$ cat src/rtl/mem_arbiter_pkg.sv
// Shared types and encodings for the two-master memory arbiter.
package mem_arbiter_pkg;

   typedef enum logic [1:0] {
      ST_IDLE   = 2'd0,
      ST_ACCESS = 2'd1,
      ST_DONE   = 2'd2
   } state_e;

   localparam logic [1:0] SZ_BYTE = 2'b00;
   localparam logic [1:0] SZ_HALF = 2'b01;
   localparam logic [1:0] SZ_WORD = 2'b11;

   localparam logic OWN_M0 = 1'b0;
   localparam logic OWN_M1 = 1'b1;

   // One memory request as presented by a master and latched onto the memory port.
   typedef struct packed {
      logic [31:0] addr;
      logic [31:0] data;
      logic [1:0]  size;
      logic        we;
   } mem_req_t;

   localparam mem_req_t REQ_IDLE = '{addr: 32'd0, data: 32'd0, size: 2'b00, we: 1'b1};

   function automatic mem_req_t pick_req(input logic sel, input mem_req_t r0, input mem_req_t r1);
      mem_req_t r;
      if (sel == OWN_M1) begin
         r = r1;
      end else begin
         r = r0;
      end
      return r;
   endfunction

endpackage

$ cat src/rtl/mem_arbiter_rr_pick2.sv
// Combinational winner select between two requesters.
// i_last names the master served most recently (0 = m0, 1 = m1).
module mem_arbiter_rr_pick2
   import mem_arbiter_pkg::*;
(
   input  logic i_req0,
   input  logic i_req1,
   input  logic i_last,
   input  logic i_rr,
   output logic o_grant,
   output logic o_valid
);

   // Tie goes to the master not served last in round-robin mode, else to m0.
   always_comb begin
      o_valid = i_req0 | i_req1;
      if (i_req0 && i_req1) begin
         if (i_rr) begin
            o_grant = ~i_last;
         end else begin
            o_grant = OWN_M0;
         end
      end else if (i_req1) begin
         o_grant = OWN_M1;
      end else begin
         o_grant = OWN_M0;
      end
   end

endmodule

$ cat src/rtl/mem_arbiter.sv
// Two-master arbiter for a single-port byte-addressable 32-bit memory.
// Each grant runs IDLE -> ACCESS -> DONE: one memory cycle, then a one-cycle ack.
module mem_arbiter
   import mem_arbiter_pkg::*;
#(
   parameter bit RR = 1'b1
) (
   input  logic        i_clk,
   input  logic        i_rst_n,
   input  logic        i_m0_req,
   input  logic [31:0] i_m0_addr,
   input  logic [31:0] i_m0_data,
   input  logic [1:0]  i_m0_size,
   input  logic        i_m0_we,
   output logic        o_m0_ack,
   output logic [31:0] o_m0_data,
   input  logic        i_m1_req,
   input  logic [31:0] i_m1_addr,
   input  logic [31:0] i_m1_data,
   input  logic [1:0]  i_m1_size,
   input  logic        i_m1_we,
   output logic        o_m1_ack,
   output logic [31:0] o_m1_data,
   output logic [31:0] o_mem_addr,
   output logic [31:0] o_mem_data,
   output logic [1:0]  o_mem_size,
   output logic        o_mem_we,
   input  logic [31:0] i_mem_data,
   output logic        o_busy
);

   state_e      state_q, state_d;
   mem_req_t    req_q, req_d;
   logic        owner_q, owner_d;
   logic        last_q, last_d;
   logic        m0_ack_q, m0_ack_d;
   logic        m1_ack_q, m1_ack_d;
   logic [31:0] m0_data_q, m0_data_d;
   logic [31:0] m1_data_q, m1_data_d;
   logic        busy_q, busy_d;

   mem_req_t    m0_req_s, m1_req_s;
   logic        grant_s, valid_s;

   assign m0_req_s = '{addr: i_m0_addr, data: i_m0_data, size: i_m0_size, we: i_m0_we};
   assign m1_req_s = '{addr: i_m1_addr, data: i_m1_data, size: i_m1_size, we: i_m1_we};

   mem_arbiter_rr_pick2 u_pick (
      .i_req0  (i_m0_req),
      .i_req1  (i_m1_req),
      .i_last  (last_q),
      .i_rr    (RR),
      .o_grant (grant_s),
      .o_valid (valid_s)
   );

   // Next-state and next-output computation for the transaction sequencer.
   always_comb begin
      state_d   = state_q;
      req_d     = req_q;
      owner_d   = owner_q;
      last_d    = last_q;
      m0_ack_d  = 1'b0;
      m1_ack_d  = 1'b0;
      m0_data_d = m0_data_q;
      m1_data_d = m1_data_q;
      case (state_q)
         ST_IDLE: begin
            if (valid_s) begin
               state_d = ST_ACCESS;
               req_d   = pick_req(grant_s, m0_req_s, m1_req_s);
               owner_d = grant_s;
               last_d  = grant_s;
            end else begin
               state_d = ST_IDLE;
            end
         end
         ST_ACCESS: begin
            // Write-enable drops with the closing edge so only one write edge is seen.
            state_d  = ST_DONE;
            req_d.we = 1'b1;
            if (owner_q == OWN_M1) begin
               m1_data_d = i_mem_data;
               m1_ack_d  = 1'b1;
            end else begin
               m0_data_d = i_mem_data;
               m0_ack_d  = 1'b1;
            end
         end
         ST_DONE: begin
            state_d = ST_IDLE;
         end
         default: begin
            state_d  = ST_IDLE;
            req_d.we = 1'b1;
         end
      endcase
      busy_d = (state_d != ST_IDLE);
   end

   // Sequencer state and all registered outputs; reset abandons any access in flight.
   always_ff @(posedge i_clk or negedge i_rst_n) begin
      if (!i_rst_n) begin
         state_q   <= ST_IDLE;
         req_q     <= REQ_IDLE;
         owner_q   <= OWN_M0;
         last_q    <= OWN_M1;
         m0_ack_q  <= 1'b0;
         m1_ack_q  <= 1'b0;
         m0_data_q <= 32'd0;
         m1_data_q <= 32'd0;
         busy_q    <= 1'b0;
      end else begin
         state_q   <= state_d;
         req_q     <= req_d;
         owner_q   <= owner_d;
         last_q    <= last_d;
         m0_ack_q  <= m0_ack_d;
         m1_ack_q  <= m1_ack_d;
         m0_data_q <= m0_data_d;
         m1_data_q <= m1_data_d;
         busy_q    <= busy_d;
      end
   end

   assign o_mem_addr = req_q.addr;
   assign o_mem_data = req_q.data;
   assign o_mem_size = req_q.size;
   assign o_mem_we   = req_q.we;
   assign o_m0_ack   = m0_ack_q;
   assign o_m1_ack   = m1_ack_q;
   assign o_m0_data  = m0_data_q;
   assign o_m1_data  = m1_data_q;
   assign o_busy     = busy_q;

endmodule

$ cat config.mk
export PLATFORM = sky130hd
export DESIGN_NAME = mem_arbiter
export DESIGN_NICKNAME = d
export VERILOG_FILES = /design/src/rtl/mem_arbiter_pkg.sv /design/src/rtl/mem_arbiter_rr_pick2.sv /design/src/rtl/mem_arbiter.sv
export SDC_FILE = /design/constraint.sdc
export NUM_CORES = 1
export LEC_CHECK = 0
export ABC_AREA = 1
export BUFFER_PORTS_ARGS = -buffer_cell sky130_fd_sc_hd__buf_2
export CAP_MARGIN = 20
export CORE_AREA = 2 2 118 120
export DETAILED_ROUTE_END_ITERATION = 8
export DIE_AREA = 0 0 120 122
export GPL_TIMING_DRIVEN = 0
export PLACE_DENSITY = 0.86
export SYNTH_ARGS = -nofsm -noshare
export SYNTH_HDL_FRONTEND = slang
export SYNTH_SLANG_ARGS = --single-unit
$ cat constraint.sdc
create_clock -name i_clk -period 3.6 [get_ports i_clk]
set_input_delay 0.36 -clock i_clk [delete_from_list [all_inputs] [get_ports i_clk]]
set_output_delay 0.36 -clock i_clk [all_outputs]
set_load 0.005 [all_outputs]
# After elaboration in Yosys (flattened, before gate mapping)
# Index checks and enable logic that the tools add are counted.
# classes
reduce_logical	7
mux	11
bitwise	4
n_eq_ne	3
# op_table
op	n
67-bit 2-to-1 mux	1
1-bit 2-to-1 mux	8
2-bit AND reduction	4
2-bit one-hot mux with 2 select lines	1
1-bit inverter	3
2-bit by 1-bit == test with 1-bit output (second input constant)	1
2-bit == test (second input constant)	1
2-bit logical NOT	1
2-bit by 1-bit != test with 1-bit output (second input constant)	1
1-bit one-hot mux with 2 select lines	1
2-bit nonzero test	1
1-bit logical AND	1
1-bit bitwise OR	1
# totals
elab_cells	37
in_bits	170
register_bits	138
output_inout_bits	134

# Depth between registers and ports, before layout
# depth
ltp_word	5
ltp_mapped	7
depth_no_buf	6

# By module
# Synthesis repeated with hierarchy kept, for this count alone.
# unflattened
cells_unflattened	804
area_unflattened_um2	6133.4
# modules_own_cells
module	seq_area_each_um2	cells_each	area_per_inst_um2	instances
mem_arbiter	3455.8	796	6093.3	1
mem_arbiter_rr_pick2	0.0	8	40.0	1

# Worst setup path before layout
# Ideal clock, no wire load.
# synth_timing
path_kind	register -> register
startpoint	reg last_q
endpoint	reg req_q (netlist bit o_mem_addr[0])
required_ns	3.475
setup_slack_ns	2.381
arrival_time_ns	1.094
period_less_slack_ns	1.219
setup_ns	0.125
stages_incl_launch_ff	8
n_path_buf	2
cell_sequence	dfstp_2 -> nand2_1 -> nand2_2 -> buf_6 -> buf_4 -> nand2_1 -> nand2_1 -> o21ai_1
# synth_via
elab_chain_cells	3
# synth_lines
item	line_no	rtl
from (decl)	mem_arbiter.sv:35	logic last_q, last_d;
from (signal assigned)	mem_arbiter.sv:117	last_q <= last_d;
1-bit inverter	mem_arbiter_rr_pick2.sv:19	o_grant = ~i_last;
1-bit 2-to-1 mux	mem_arbiter_rr_pick2.sv:17	if (i_req0 && i_req1) begin
67-bit 2-to-1 mux	mem_arbiter_pkg.sv:29	if (sel == OWN_M1) begin
to (signal assigned)	mem_arbiter.sv:115	req_q <= req_d;
to (decl)	mem_arbiter.sv:33	mem_req_t req_q, req_d;
# No other way between the ends.
# A chain may end at the register's enable or synchronous reset.

# Worst setup path in the final report
# layout_timing
startpoint	reg state_q[0]
endpoint	reg m0_data_q[15] (netlist: o_m0_data[15])
# layout_via
elab_chain_cells	2
# layout_lines
item	line_no	rtl
from (decl)	mem_arbiter.sv:32	state_e state_q, state_d;
from (signal assigned)	mem_arbiter.sv:114	state_q <= state_d;
2-bit by 1-bit == test with 1-bit output	mem_arbiter.sv:67	case (state_q)
2-bit AND reduction (no line)	n/a	
to (signal assigned)	mem_arbiter.sv:120	m0_data_q <= m0_data_d;
to (decl)	mem_arbiter.sv:38	logic [31:0] m0_data_q, m0_data_d;
# No other way between the ends.

==> flow_summary.ini <==
[outcome]
status = complete, no violations

[synth]
synth_edf_count = 0
avgSynthCellArea_um2 = 8.04
async_flop_share_pct = 100
synth.most_common_cell = nand2_1
synth-xor-area-share_pct = 0
yosys-mux-area-fraction_pct = 0
mappedNetlistArea_um2 = 6170
syn_nets = 938
synth_top_cell_by_area = dfrtp_1
synth_area_leaders = dfrtp_1 55%, nand2_1 12%, o21ai_0 11%
ys_seq_elements = 138
synth_top_family_by_area = simple AND/OR/NAND/NOR gates
yosys.area_share.adder_pct = 0
ys_types = 16
ys_seq_area_share_pct = 56.0
synth_top_area_share_pct = 55.1
synth_commonest_cells = 202 x nand2_1, 136 x dfrtp_1, 131 x o21ai_0
synthFlopType = dfrtp_1
postSynthCellCount = 768
synth_simple_gate_area_share_pct = 17.4
synth-compound-area-share_pct = 16.2
yosys_warnings = 0

[floorplanning]
coreArea_um2 = 13500
num_rows = 43
die_y_um = 122
dieArea_um2 = 14600
io_pins = 304
start_util_pct = 45.7
die_w_um = 120

[clock_tree]
postCtsResizedCells = 0
postCtsSetupRepairBufs = 0
h-tree-depth = 4
cts_root_buf = clkbuf_16
clock_sink_count = 138
path_clk_slew_ps = 60
clkLatencyLatePin_ps = 410
cts_buffers = 17
cts_tree = yes
clockBufferDepth = 2

[routing]
vias_per_cell = 4.92
wl_per_cell_um = 14.9
antenna_left = 0
drc = 0
drtIter0Drc = 377
dr_total_vias = 6316
drt_pre_antenna_iters = 5
wirelength_um = 19100

[sta]
finalHoldViolations = 0
relSlewSlack_pct = 58.1
setup_violations = 0
period_share_pct = 45.8
report.final.slew_viol_count = 0
min_period_ps = 1650
clock_skew_ps = 6.29
rsz0062_at_grt = no
fmax_mhz = 607
worst_pin_slew_ps = 629
finalSetupTns_ps = 0
hold_ws_ps = 208

[place]
place_congestion = 0.866
io_buffer_count = 303
dp.final_hpwl_um = 14200

[critical_path]
arrival_ps = 1900
critPathLaunchType = flop
worstSetupPathType = flop to flop
cp_top_family = buffers and inverters
crit_fanout = 10
path_cells = inv_1, nor2_4, nand2_1, buf_2, clkbuf_1, o21ai_0
cp.required_ps = 3860
critPathSlowestCell = clkbuf_1
crit_buf_inv = 3
slowest_delay_ps = 400
endpoint_kind = flop

[global_routing]
grt_pass1_wl_um = 30300
grt_max_degree = 74
grtUsageMet1_pct = 30.7
grt-busiest-layer = met2
grt_pass1_vias = 6193
grt_usage_pct = 26.3
grtUsageMet3_pct = 6.84
gr-usage-met2_pct = 45.7
overflow = 0
grt_antenna_before_repair = 0

[finish]
nets = 1262
insertedDiodeCount = 0
area_growth_pct = 37.6
drive_gt1_share_pct = 34.4

[pwr]
leakagePower_nw = 4.82
powerDensity_nw_per_um2 = 829
max-vdd-ir-drop_v = 0.000353

[worst_hold_path]
min_path_type = primary input to flop

[flow_run]
drv_cap = 0
-- worst min-delay path, delay by kind of cell --
kind,cells,cell delay (ps)
AO/OA/AOI/OAI,1,110
buffers and inverters,1,80
AND/OR/NAND/NOR,1,30
-- cells in the final DEF, fill, tap and decap left out --
master,count
a21oi_1,1
buf_16,1
buf_2,327
buf_4,7
buf_6,2
clkbuf_1,12
clkbuf_16,17
clkbuf_2,4
clkbuf_8,1
clkinv_2,5
clkinv_4,2
clkinvlp_4,5
dfrtp_1,136
dfstp_2,2
dlygate4sd3_1,1
inv_1,104
inv_6,2
nand2_1,202
nand2_2,2
nand3_1,3
nor2_1,67
nor2_4,3
o21ai_0,131
o21ai_1,68
-- layer usage --
metal,share of wire (%),up-vias,wire length [um]
met5,0,-,0
li1,-,3035,-
met2,50,305,9630
met1,39,2933,7370
met3,7.8,43,1500
met4,3.2,0,621
-- worst paths after layout --
kind | startpoint | to | slack [ps] | cells past startpoint
max | state_q[0] | o_m0_data[15] | 1950 | 6
min reg2reg | o_m0_data[26] | o_m0_data[26] | 480 | 2
min | i_m1_addr[18] | o_mem_addr[18] | 210 | 3
max reg2reg | state_q[0] | o_m0_data[15] | 1950 | 6
min in group asynchronous | i_rst_n | o_m1_data[5] | 510 | 2
max in group asynchronous | i_rst_n | o_mem_data[23] | 2320 | 3
-- flip-flops by register name, summed over array words and instances, names as in the netlist --
signal      flops
o_m0_ack        1
o_m1_data      32
o_mem_we        1
owner_q         1
o_busy          1
o_mem_size      2
state_q         2
o_m1_ack        1
o_mem_data     32
last_q          1
o_m0_data      32
o_mem_addr     32
-- final cells by class --
class,instances,area (um^2)
plain buffers,49,254
clock buffers,18,439
clock inverters,14,97.6
fillers,1176,5010
inverters,104,390
multi-input cells,477,2070
flip-flops and latches,138,3460
well taps,180,225
repair buffers,305,1560
-- cells by family after synthesis --
| logic type | Yosys count |
|---|---|
| AND/OR/NAND/NOR | 277 |
| AO/OA/AOI/OAI | 200 |
| buffers and inverters | 153 |
| flip-flops | 138 |
-- per-stage QoR --
| step | cells | setup slack, ps | power, mW | utilization [%] | cell area, um^2 |
|---|---|---|---|---|---|
| 6_report | 1285 | 1950 | 7.04 | 62.9 | 8490 |
| 5_1_grt | 1285 | 1820 | 7.60 | 62.9 | 8490 |
| 2_1_floorplan | 768 | 2380 | 4.08 | - | 6170 |
| 4_1_cts | 1285 | 1970 | 7.10 | 62.9 | 8490 |
| 3_5_place_dp | 1252 | 2010 | 5.48 | 58.9 | 7950 |
| 3_3_place_gp | 1251 | 272 | 5.35 | 58.6 | 7910 |
-- where the power goes --
group / internal [mW] / leakage, nW / switching (mW) / total, mW
Clock: 0.896 / 0.254 / 0.671 / 1.57
Combinational: 1.15 / 2.88 / 1.60 / 2.74
Sequential: 2.34 / 1.68 / 0.397 / 2.73
Total: 4.38 / 4.82 / 2.66 / 7.04
-- repair_timing --
item	in CTS	in global routing
endpoints found under the hold margin	63	0
endpoints found under the setup margin	0	0
hold buffers	1	0
Power figures use the tool's default switching activity.
